==> config.mk <==
export PLATFORM = sky130hd
export DESIGN_NAME = snow64_scalar_store_sequencer
export DESIGN_NICKNAME = d
export VERILOG_FILES = /design/src/rtl/snow64_scalar_store_sequencer.sv
export SDC_FILE = /design/constraint.sdc
export NUM_CORES = 1
export LEC_CHECK = 0
export BUFFER_PORTS_ARGS = -buffer_cell sky130_fd_sc_hd__buf_2
export CAP_MARGIN = 5
export CORE_AREA = 2 2 467 469
export CTS_CLUSTER_SIZE = 20
export DETAILED_ROUTE_END_ITERATION = 6
export DIE_AREA = 0 0 469 471
export PLACE_DENSITY = 0.38
export SLEW_MARGIN = 0
export SYNTH_ARGS = -nofsm -noshare
export SYNTH_HDL_FRONTEND = slang
export SYNTH_SLANG_ARGS = --single-unit
==> constraint.sdc <==
create_clock -name clk -period 25.1 [get_ports clk]
set_input_delay 2.51 -clock clk [delete_from_list [all_inputs] [get_ports clk]]
set_output_delay 2.51 -clock clk [all_outputs]
set_load 0.02 [all_outputs]
==> src/rtl/snow64_scalar_store_sequencer.sv <==
// Read-modify-write sequencer for a scalar store into one 256-bit LAR data line.
// Optional last-write bypass entry enabled by SNOW64_SCALAR_STORE_SEQUENCER_BYPASS_EN.
module snow64_scalar_store_sequencer (
  input  logic         clk,
  input  logic         rst,
  input  logic         in_req_valid,
  output logic         out_req_ready,
  input  logic [3:0]   in_req_lar_index,
  input  logic [63:0]  in_req_scalar,
  input  logic [1:0]   in_req_data_type,
  input  logic [1:0]   in_req_int_type_size,
  input  logic [4:0]   in_req_data_offset,
  output logic         out_lar_rd_req,
  output logic [3:0]   out_lar_rd_index,
  input  logic [255:0] in_lar_rd_data,
  output logic [255:0] out_inj_to_modify,
  output logic [63:0]  out_inj_to_shift,
  output logic [1:0]   out_inj_data_type,
  output logic [1:0]   out_inj_int_type_size,
  output logic [4:0]   out_inj_data_offset,
  input  logic [255:0] in_inj_data,
  output logic         out_lar_wr_en,
  output logic [3:0]   out_lar_wr_index,
  output logic [255:0] out_lar_wr_data,
  output logic         out_done,
  input  logic         in_bypass_flush
);

  typedef enum logic [2:0] {
    ST_IDLE   = 3'd0,
    ST_READ   = 3'd1,
    ST_LOAD   = 3'd2,
    ST_INJECT = 3'd3,
    ST_WRITE  = 3'd4
  } state_t;

  state_t         state_reg, state_next;
  logic [3:0]     index_reg;
  logic [63:0]    scalar_reg;
  logic [1:0]     data_type_reg;
  logic [1:0]     int_type_size_reg;
  logic [4:0]     data_offset_reg;
  logic [255:0]   line_reg;
  logic [255:0]   wr_data_reg;

  logic           accept;
  logic           bypass_hit;
  logic [255:0]   bypass_line;

  assign accept = in_req_valid & out_req_ready;

`ifdef SNOW64_SCALAR_STORE_SEQUENCER_BYPASS_EN
  logic           byp_valid_reg;
  logic [3:0]     byp_index_reg;
  logic [255:0]   byp_line_reg;

  // A flush in the acceptance cycle must force a miss, so it gates the hit test directly.
  assign bypass_hit  = byp_valid_reg & ~in_bypass_flush & (byp_index_reg == in_req_lar_index);
  assign bypass_line = byp_line_reg;

  always_ff @(posedge clk or posedge rst) begin
    if (rst) begin
      byp_valid_reg <= 1'b0;
      byp_index_reg <= '0;
      byp_line_reg  <= '0;
    end else begin
      if (state_reg == ST_WRITE) begin
        byp_index_reg <= index_reg;
        byp_line_reg  <= wr_data_reg;
      end
      if (in_bypass_flush)
        byp_valid_reg <= 1'b0;
      else if (state_reg == ST_WRITE)
        byp_valid_reg <= 1'b1;
    end
  end
`else
  logic unused_bypass_flush;

  assign bypass_hit          = 1'b0;
  assign bypass_line         = '0;
  assign unused_bypass_flush = in_bypass_flush;
`endif

  always_ff @(posedge clk or posedge rst) begin
    if (rst)
      state_reg <= ST_IDLE;
    else
      state_reg <= state_next;
  end

  always_comb begin
    state_next = state_reg;
    case (state_reg)
      ST_IDLE:   if (accept) state_next = bypass_hit ? ST_INJECT : ST_READ;
      ST_READ:   state_next = ST_LOAD;
      ST_LOAD:   state_next = ST_INJECT;
      ST_INJECT: state_next = ST_WRITE;
      ST_WRITE:  state_next = ST_IDLE;
      default:   state_next = ST_IDLE;
    endcase
  end

  always_comb begin
    out_req_ready  = 1'b0;
    out_lar_rd_req = 1'b0;
    out_lar_wr_en  = 1'b0;
    out_done       = 1'b0;
    case (state_reg)
      ST_IDLE:  out_req_ready  = 1'b1;
      ST_READ:  out_lar_rd_req = 1'b1;
      ST_WRITE: begin
        out_lar_wr_en = 1'b1;
        out_done      = 1'b1;
      end
      default: ;
    endcase
  end

  // Request fields are held for the whole operation; inputs are ignored while busy.
  always_ff @(posedge clk or posedge rst) begin
    if (rst) begin
      index_reg         <= '0;
      scalar_reg        <= '0;
      data_type_reg     <= '0;
      int_type_size_reg <= '0;
      data_offset_reg   <= '0;
    end else if (accept) begin
      index_reg         <= in_req_lar_index;
      scalar_reg        <= in_req_scalar;
      data_type_reg     <= in_req_data_type;
      int_type_size_reg <= in_req_int_type_size;
      data_offset_reg   <= in_req_data_offset;
    end
  end

  always_ff @(posedge clk or posedge rst) begin
    if (rst) begin
      line_reg    <= '0;
      wr_data_reg <= '0;
    end else begin
      if (accept && bypass_hit)
        line_reg <= bypass_line;
      else if (state_reg == ST_LOAD)
        line_reg <= in_lar_rd_data;
      if (state_reg == ST_INJECT)
        wr_data_reg <= in_inj_data;
    end
  end

  assign out_lar_rd_index      = index_reg;
  assign out_inj_to_modify     = line_reg;
  assign out_inj_to_shift      = scalar_reg;
  assign out_inj_data_type     = data_type_reg;
  assign out_inj_int_type_size = int_type_size_reg;
  assign out_inj_data_offset   = data_offset_reg;
  assign out_lar_wr_index      = index_reg;
  assign out_lar_wr_data       = wr_data_reg;

endmodule

## After elaboration in Yosys (flattened, before gate mapping)

Cells that the tools add are included.

- Eq/ne operators: 5
- Muxes and demuxes: 5
- Bitwise logic cells: 1
- Reductions and logical operators: 1

Operators with widths:

| cell | count |
|---|---|
| $pmux W3 S4 | 1 |
| $eq A3 B2 Y1 const B | 2 |
| $eq A3 B1 Y1 const B | 1 |
| $eq A3 B3 Y1 const B | 1 |
| $logic_not A3 Y1 | 1 |
| $mux W1 | 3 |
| $mux W3 | 1 |
| $ne A2 B2 Y1 const B | 1 |
| $and A1 B1 Y1 | 1 |

- Bits in registers: 592
- Input bits: 593
- Logic and storage cells: 20

## Logic depth before layout (Yosys ltp)

Gate-level depths: netlist of run 1.

- Depth after elaboration: 5
- Mapped depth: 5

## Worst setup path before layout of run 1

No wires, ideal clock.

- Path kind: reg-to-output
- From: register state_reg[1]
- To: output out_lar_wr_en
- Data arrival time: 1.360 ns
- Setup slack: 21.230 ns
- Stages on the path, launching flop included: 4
- Path buffers: 2
- Cells stage by stage: dfrtp_1 -> buf_2 -> nor3b_1 -> buf_4

- Longest elaborated chain between the ends: 2

Ends and longest elaborated chain:

| item | RTL line | source |
|---|---|---|
| start, declared | 37 | `state_t state_reg, state_next;` |
| start signal, assigned | 89 | `state_reg <= state_next;` |
| $eq A3 B3 Y1 | n/a |  |
| $mux W1 | n/a |  |
| end, declared | 22 | `output logic out_lar_wr_en,` |

No other way between the ends.

==> impl_metrics.ini, run 1 <==
[floorplanning]
core-area_mm2 = 0.216
start_util = 0.102
fp.dieH_um = 471
die_area_mm2 = 0.221
rows = 171
die_w_um = 469
ios = 1190

[timing]
hold_violations = 0
worst_slack_ns = 20.47
timing.hold.ws_ns = 0.476
clock_skew_ns = 0.0361
timing.setup.tns_ns = 0
fin_crit_ns = 4.63
fmax_mhz = 216
rsz0062_at_grt = false
max_slew_margin = 0.213
period_share = 0.185
final-setup-viol-count = 0
tightestPinTransition_ns = 1.18
drv_slew = 0

[power]
cellLeakagePower_nw = 15.4
clockPowerShare = 0.211
p_seq_frac = 0.311
intPower_mw = 3.05
power_density_mw_per_mm2 = 162
swShare = 0.446
ir_worst_vdd_mv = 0.0842
comb_power_share = 0.478
p_sw_mw = 2.45

[synth]
synth_cell_types = 14
synth_seq_cells = 592
syn_area_mm2 = 0.0220
syn_nets = 1858
syn_area_per_cell_um2 = 17.4
yosysWarnings = 0
syn_inst = 1265
yosysSeqAreaShare = 0.672

[cells_and_area]
area_growth_pct = 54.2
fin_nets = 3073
multi_input_area_mm2 = 0.00672
seq_area_mm2 = 0.0148
fin_util = 0.157
drive_gt1_frac = 0.745
n_fill_cell = 24262

[detailed_routing]
wl_um = 145000
drc_errors = 0
via_per_inst = 3.00
num_vias = 16354
drtAntennaViolNets = 0
dr.pass1.iters = 4
drt_iter0_markers = 589
wl_per_cell_um = 26.5

[clock_network]
clock-sinks = 592
clockBufferDepth = 3
cts_max_level = 3
cts_resized = 0
cts_setup_buffers = 0
cts_tree = yes
cts-buffers-inserted = 80
cts_hold_buf = 0
cts.clk_slew.worst_paths_ns = 0.06
clockRootBuffer = clkbuf_16
clock_latency_ns = 0.71

[setup_path]
cp-start-kind = primary input
worstSetupPathType = in -> async
critPathSlowestCell = buf_4
path_max_fanout = 130
crit_arrival_ns = 5.32
path_cells = buf_2 > inv_8 > buf_4 > buf_4 > buf_12
critical_path_required_ns = 25.79
crit_path_max_incr_delay_ns = 0.73
crit_path_frequent_cell = buf_4
cp-end-kind = async pin
path_buf_inv = 5
cp_top_family = buffers and inverters

[global_routing]
grt_pass1_wl_um = 180000
grt_max_degree = 138
gr-usage-all-layers = 0.126
antenna_found_initial = 130
grt_pass1_vias = 17151
gr-total-overflow = 0

[worst_hold_path]
min_path_type = reg -> reg

[placed_design]
place_ws_ns = 19.61
io_buffers = 1188
gp_congestion = 0.824
dpl.hpwl_um = 123000

[flow_run]
max-cap-violations = 0

[outcome]
status = finished, final reports clean
-- final cells by class --
type / count / area share
Inverter: 2 / 0.000442
Multi-Input combinational cell: 599 / 0.198
Antenna cell: 59 / 0.00434
Timing Repair Buffer: 1205 / 0.179
Tap cell: 2854 / 0.105
Clock inverter: 35 / 0.0106
Clock buffer: 112 / 0.0663
Sequential cell: 592 / 0.436
-- cells in the mapped netlist, drive strengths merged --
cell type | instances | area (um2)
buf | 72 | 497
dfrtp | 592 | 14800
inv | 2 | 7.51
mux2 | 589 | 6630
nand3b | 1 | 7.51
nor2 | 2 | 7.51
nor3 | 2 | 10.0
nor3b | 3 | 27.5
nor4b | 1 | 23.8
xnor2 | 1 | 8.76
-- cell usage in the layout (no fill, tap or decap) --
master	count
clkinvlp_4	9
buf_4	15
nor2_1	2
clkinv_8	2
buf_2	1188
buf_12	2
clkbuf_8	13
inv_16	3
clkinv_16	1
nor4b_4	1
mux2_1	30
inv_8	2
clkbuf_1	19
clkinv_4	2
nand3b_1	1
nor3_1	2
clkbuf_16	80
inv_6	2
dfrtp_1	592
nor3b_1	2
diode_2	59
xnor2_1	1
nor3b_4	1
inv_1	1
clkinv_2	13
bufinv_16	2
mux2_2	559
-- logic make-up (layout without fill, tap and decap cells) --
logic type,after synthesis,in the layout,share of synthesized area
XOR/XNOR,1,1,0.000398
buffers and inverters,74,1354,0.0229
flip-flops,592,592,0.672
multiplexers,589,589,0.301
other,0,59,0
AND/OR/NAND/NOR,9,9,0.00346
-- power by group through the flow --
stage                     clock network (mW)  logic (mW)  registers (mW)
after global routing                    1.26        2.84            1.78
final                                   1.16        2.63            1.71
after global placement                     0        2.71            1.71
after floorplan                            0       0.860            2.31
after CTS                               1.23        2.71            1.72
after detailed placement                   0        2.71            1.73
-- final timing paths --
check / start / endpoint / cells after the start / slack (ns)
max: rst / out_inj_to_modify[108] / 5 / 20.47
min: out_inj_to_shift[21] / out_inj_to_shift[21] / 1 / 0.48
max reg2reg: state_reg[2] / out_lar_wr_data[2] / 4 / 21.46
min reg2reg: out_inj_to_shift[21] / out_inj_to_shift[21] / 1 / 0.48
max in group clk: state_reg[2] / out_done / 2 / 20.69
min in group asynchronous: rst / out_inj_to_modify[240] / 2 / 1.81
-- per-layer routing --
metal | GRT usage | wire [um]
met5 | 0 | 242
met2 | 0.192 | 62400
met1 | 0.118 | 47200
met3 | 0.116 | 28600
met4 | 0.0507 | 6320
-- per-stage QoR --
stage | power, mW | area [um2] | std cells
finish | 5.51 | 34000 | 5458
global route | 5.88 | 33900 | 5418
CTS | 5.66 | 33800 | 5399
detailed placement | 4.44 | 31200 | 5252
global placement | 4.42 | 31200 | 5252
floorplan | 3.17 | 22000 | 1265
No activity file was read; power rests on OpenSTA's default activity.
==> inputs of run 2 (changes only) <==
Settings changed: ABC_AREA from default to 1, CORE_AREA 2 2 467 469 to 2 2 470 472, DIE_AREA 0 0 469 471 to 0 0 472 474, PLACE_DENSITY 0.38 to 0.39.
Clock period 25.1 ns to 3.96 ns, I/O delays scaled along.
==> impl_metrics.ini, run 2 <==
[synth]
synth-edff-count = 0
yosysWarnings = 0
yosys_most_used_dff = dfrtp_1
syn_nets = 3148
synthTopCellsByArea = dfrtp_1 (65%), nand2_1 (24%), nand3_1 (5.6%)
syn_area_per_cell_um2 = 8.96
synth_seq_cells = 592
synthTopCellsByCount = nand2_1 (1436), dfrtp_1 (592), nand3_1 (257), buf_2 (119), nand4_1 (77)
syn_inst = 2555
synthArstFlopShare = 1.00
yosysTopAreaCellShare = 0.647
yosys.area.top_type = dfrtp_1
synth_most_common_cell = nand2_1
syn_area_mm2 = 0.0229
yosysSeqAreaShare = 0.647
synth_cell_types = 15

[worst_hold_path]
min-delay-start = in_req_scalar[48]
whs_endpoint = out_inj_to_shift[48]
min_path_type = in -> reg
holdPathStages = 3

[setup_path]
cp-start-kind = flop
rr_startpoint = state_reg[1]
ff2ff_path_depth = 5
crit_arrival_ns = 2.46
cp-end-kind = primary output
critical_path_required_ns = 3.56
worstSetupPathType = reg -> out
reg2reg_slack_ns = 1.55
r2r_end = out_inj_to_shift[2]
path_max_fanout = 94

[cells_and_area]
final_common_cell = nand2_1
fin_nets = 4871
multi_input_area_mm2 = 0.00723
n_fill_cell = 24661
final_cell_mix = nand2_1 (1435), buf_2 (1188), dfrtp_1 (591)
instances_no_fill = 7250
drive_gt1_frac = 0.321
area_growth_pct = 79.4
fin_area_mm2 = 0.0411
seq_area_mm2 = 0.0148

[floorplanning]
ios = 1190
rows = 172
start_util = 0.105
die_w_um = 472
core-area_mm2 = 0.219
die_area_mm2 = 0.224
fp.dieH_um = 474

[placed_design]
io_buffers = 1188
gp_congestion = 0.822
place_ws_ns = 1.49
place_inst = 6486
dpl_cell_area_mm2 = 0.0322
dpl.hpwl_um = 134000

[timing]
worst_slack_ns = 1.11
period_share = 0.720
hold_violations = 0
clock_skew_ns = 0.0349
final-setup-viol-count = 0
max_slew_margin = 0.302
fin_crit_ns = 2.85
timing.setup.tns_ns = 0
drv_slew = 0
tightestPinTransition_ns = 1.05
rsz0062_at_grt = false
fmax_mhz = 351
timing.hold.ws_ns = 0.0789

[clock_network]
clockRootBuffer = clkbuf_16
cts_max_level = 3
clockBufferDepth = 3
cts_setup_buffers = 0
clock-sinks = 592
cts-buffers-inserted = 83
cts.clk_slew.worst_paths_ns = 0.05
cts_tree = yes
clock_latency_ns = 0.73

[global_routing]
gr-total-overflow = 0
antenna_found_initial = 107
grt_pass1_wl_um = 220000
grt_max_degree = 137
gr-usage-all-layers = 0.143
grt_pass1_vias = 25980

[detailed_routing]
drtAntennaViolNets = 0
via_per_inst = 3.43
wl_um = 165000
wl_per_cell_um = 22.8
drc_errors = 0
drt_iter0_markers = 1168
dr.pass1.iters = 5
num_vias = 24887

[power]
cellLeakagePower_nw = 21.4
p_seq_frac = 0.291
comb_power_share = 0.480
intPower_mw = 18.8
clockPowerShare = 0.229
swShare = 0.487
p_sw_mw = 17.8
power_density_mw_per_mm2 = 890
ir_worst_vdd_mv = 0.389

[flow_run]
max-cap-violations = 0

[outcome]
status = finished, final reports clean
## run 2: per-layer routing
| metal | vias to the layer above | global-route usage | share of wire |
|---|---|---|---|
| met5 | - | 0 | 0.0010 |
| met4 | 28 | 0.0475 | 0.032 |
| met1 | 11888 | 0.161 | 0.39 |
| met3 | 288 | 0.0902 | 0.15 |
| met2 | 1146 | 0.219 | 0.43 |
| li1 | 11537 | - | - |
## run 2: worst max path at each step
stage,start,to,depth (start not counted)
after floorplan,rst,out_inj_data_offset[0],1
after CTS,state_reg[0],out_req_ready,5
after global routing,state_reg[0],out_req_ready,5
after detailed placement,state_reg[0],out_inj_to_shift[10],4
final,state_reg[0],out_req_ready,5
after global placement,state_reg[0],out_inj_data_type[0],4
## run 2: power groups by stage
| stage | registers, mW | logic [mW] | clock network, mW |
|---|---|---|---|
| after floorplan | 14.2 | 5.46 | 0 |
| after global placement | 10.6 | 17.6 | 0 |
| after detailed placement | 10.7 | 17.6 | 0 |
| after CTS | 10.7 | 18.1 | 8.71 |
| after global routing | 11.0 | 19.4 | 8.91 |
| final | 10.7 | 17.5 | 8.37 |
## run 2: final cells by class
cell class | count | share of cell area
clock buffers | 106 | 0.0558
multi-input cells | 1778 | 0.176
inverters | 5 | 0.000731
well taps | 2871 | 0.0874
repair buffers | 1818 | 0.300
diodes | 30 | 0.00183
flip-flops and latches | 592 | 0.361
clock inverters | 50 | 0.0176
## run 2: critical path: stages (launching register included)
cell and delay (ns):
dfrtp_1 0.45, nor2_4 0.50, buf_12 0.38, inv_1 0.11, nor2_1 0.10, buf_2 0.20
## run 2: cell families after synthesis
| kind of cell | Yosys count | share of synthesized area |
|---|---|---|
| buffers and inverters | 185 | 0.0388 |
| AO/OA/AOI/OAI | 1 | 0.000218 |
| flip-flops | 592 | 0.647 |
| AND/OR/NAND/NOR | 1777 | 0.314 |
## run 2: stage by stage
stage          utilization  total power, mW
4_1_cts              0.188             37.5
5_1_grt              0.188             39.4
3_5_place_dp         0.147             28.2
3_3_place_gp         0.147             28.2
2_1_floorplan            -             19.7
6_report             0.188             36.6
## run 2: repair_timing
item | 4_1_cts | 5_1_grt
gates resized for setup | 0 | 0
hold buffers | 578 | 0
endpoints found under the hold margin | 582 | 0
==> inputs of run 3 (changes only) <==
Settings changed: ABC_AREA 1 to 0, CORE_AREA 2 2 470 472 to 2 2 467 469, DIE_AREA 0 0 472 474 to 0 0 469 471, PLACE_DENSITY 0.39 to 0.38.
Clock period 3.96 ns to 2.9 ns, I/O delays scaled along.
==> impl_metrics.ini, run 3 (synthesis results as in run 1) <==
[setup_path]
worstSetupPathType = reg -> out
reg2reg_slack_ns = 0.74
critical_path_required_ns = 2.61
path_max_fanout = 8
cp-end-kind = primary output
cp-start-kind = flop
crit_arrival_ns = 1.93
endpoint = out_done
ff2ff_path_depth = 4
r2r_end = out_inj_to_modify[28]
rr_startpoint = state_reg[1]
startpoint = state_reg[2]

[timing]
period_share = 0.764
clock_skew_ns = 0.0331
rsz0062_at_grt = false
timing.hold.ws_ns = 0.222
timing.setup.tns_ns = 0
max_slew_margin = 0.519
hold_violations = 0
tightestPinTransition_ns = 0.722
final-setup-viol-count = 0
drv_slew = 0
fmax_mhz = 451
fin_crit_ns = 2.22

[global_routing]
antenna_found_initial = 100
grt_max_degree = 105
gr-total-overflow = 0
grt_pass1_vias = 20122
grt_pass1_wl_um = 187000
gr-usage-all-layers = 0.128

[clock_network]
cts.clk_slew.worst_paths_ns = 0.05
clockRootBuffer = clkbuf_16
cts_max_level = 3
cts-buffers-inserted = 81
clock-sinks = 592
clock_latency_ns = 0.69
cts_tree = yes
clockBufferDepth = 3

[outcome]
status = finished, final reports clean

[cells_and_area]
final_common_cell = buf_2
instances_no_fill = 6039
fin_nets = 3684
final_cell_mix = buf_2 (1188), dfrtp_1 (592), dlygate4sd3_1 (591)
area_growth_pct = 82.6
fin_util = 0.186
drive_gt1_frac = 0.606

[power]
comb_power_share = 0.482
ir_worst_vdd_mv = 0.581
intPower_mw = 27.5
cellLeakagePower_nw = 18.0
power_density_mw_per_mm2 = 1210
swShare = 0.434
p_seq_frac = 0.306
finalPower_mw = 48.6
p_sw_mw = 21.1
clockPowerShare = 0.212

[detailed_routing]
drt_iter0_markers = 512
drc_errors = 0
wl_um = 146000
dr.pass1.iters = 4
via_per_inst = 3.08
drtAntennaViolNets = 0
wl_per_cell_um = 24.1
num_vias = 18626

[worst_hold_path]
min_path_type = in -> async

[placed_design]
io_buffers = 1188
place_inst = 5271
dpl.hpwl_um = 123000
gp_congestion = 0.836

[floorplanning]
fp.dieH_um = 471
start_util = 0.102
rows = 171
die_w_um = 469
core-area_mm2 = 0.216
ios = 1190
die_area_mm2 = 0.221

[flow_run]
max-cap-violations = 0
run 3: what timing repair did:
item,in CTS,in global routing
buffers inserted,0,0
gates resized for setup,0,0
hold endpoints to repair,683,0
endpoints found under the setup margin,0,0
hold buffers,591,0
run 3: per-layer routing:
layer,vias to the layer above,GRT usage,share of wire
li1,8163,-,-
met1,9201,0.135,0.37
met2,994,0.210,0.46
met3,254,0.0800,0.14
met4,14,0.0352,0.031
met5,-,0,0.00056
run 3: cell type report:
cell class	count	area, um2
fillers	23748	176000
flip-flops and latches	592	14800
repair buffers	1815	12300
multi-input cells	599	6720
well taps	2854	3570
clock buffers	116	2330
clock inverters	26	365
diodes	35	87.6
inverters	2	11.3
run 3: how the worst min path moves through the flow:
stage | endpoint | slack (ns) | depth (start not counted)
2_1_floorplan | out_inj_data_offset[0] | 0.42 | 1
3_3_place_gp | out_inj_to_modify[132] | 0.36 | 2
3_5_place_dp | out_inj_to_modify[132] | 0.36 | 2
4_1_cts | out_inj_to_modify[146] | 0.13 | 3
5_1_grt | out_inj_to_modify[146] | 0.16 | 3
6_report | out_inj_to_modify[146] | 0.22 | 3
run 3: power by group through the flow:
stage | clock [mW] | sequential [mW] | combinational (mW)
finish | 10.3 | 14.9 | 23.4
global route | 11.1 | 15.5 | 25.2
CTS | 10.8 | 14.9 | 24.2
detailed placement | 0 | 15.0 | 23.4
global placement | 0 | 14.9 | 23.4
floorplan | 0 | 20.0 | 7.44
run 3: worst max-delay path, cell delays in order (launching register included):
cell	delay (ns)
dfrtp_1	0.54
nor3b_1	0.31
buf_2	0.36
run 3: stage by stage:
stage,setup WS [ns],instance area [um2]
floorplan,-5.46,22000
global placement,0.752,31500
detailed placement,0.749,31500
CTS,0.476,40100
global route,0.477,40200
finish,0.685,40200
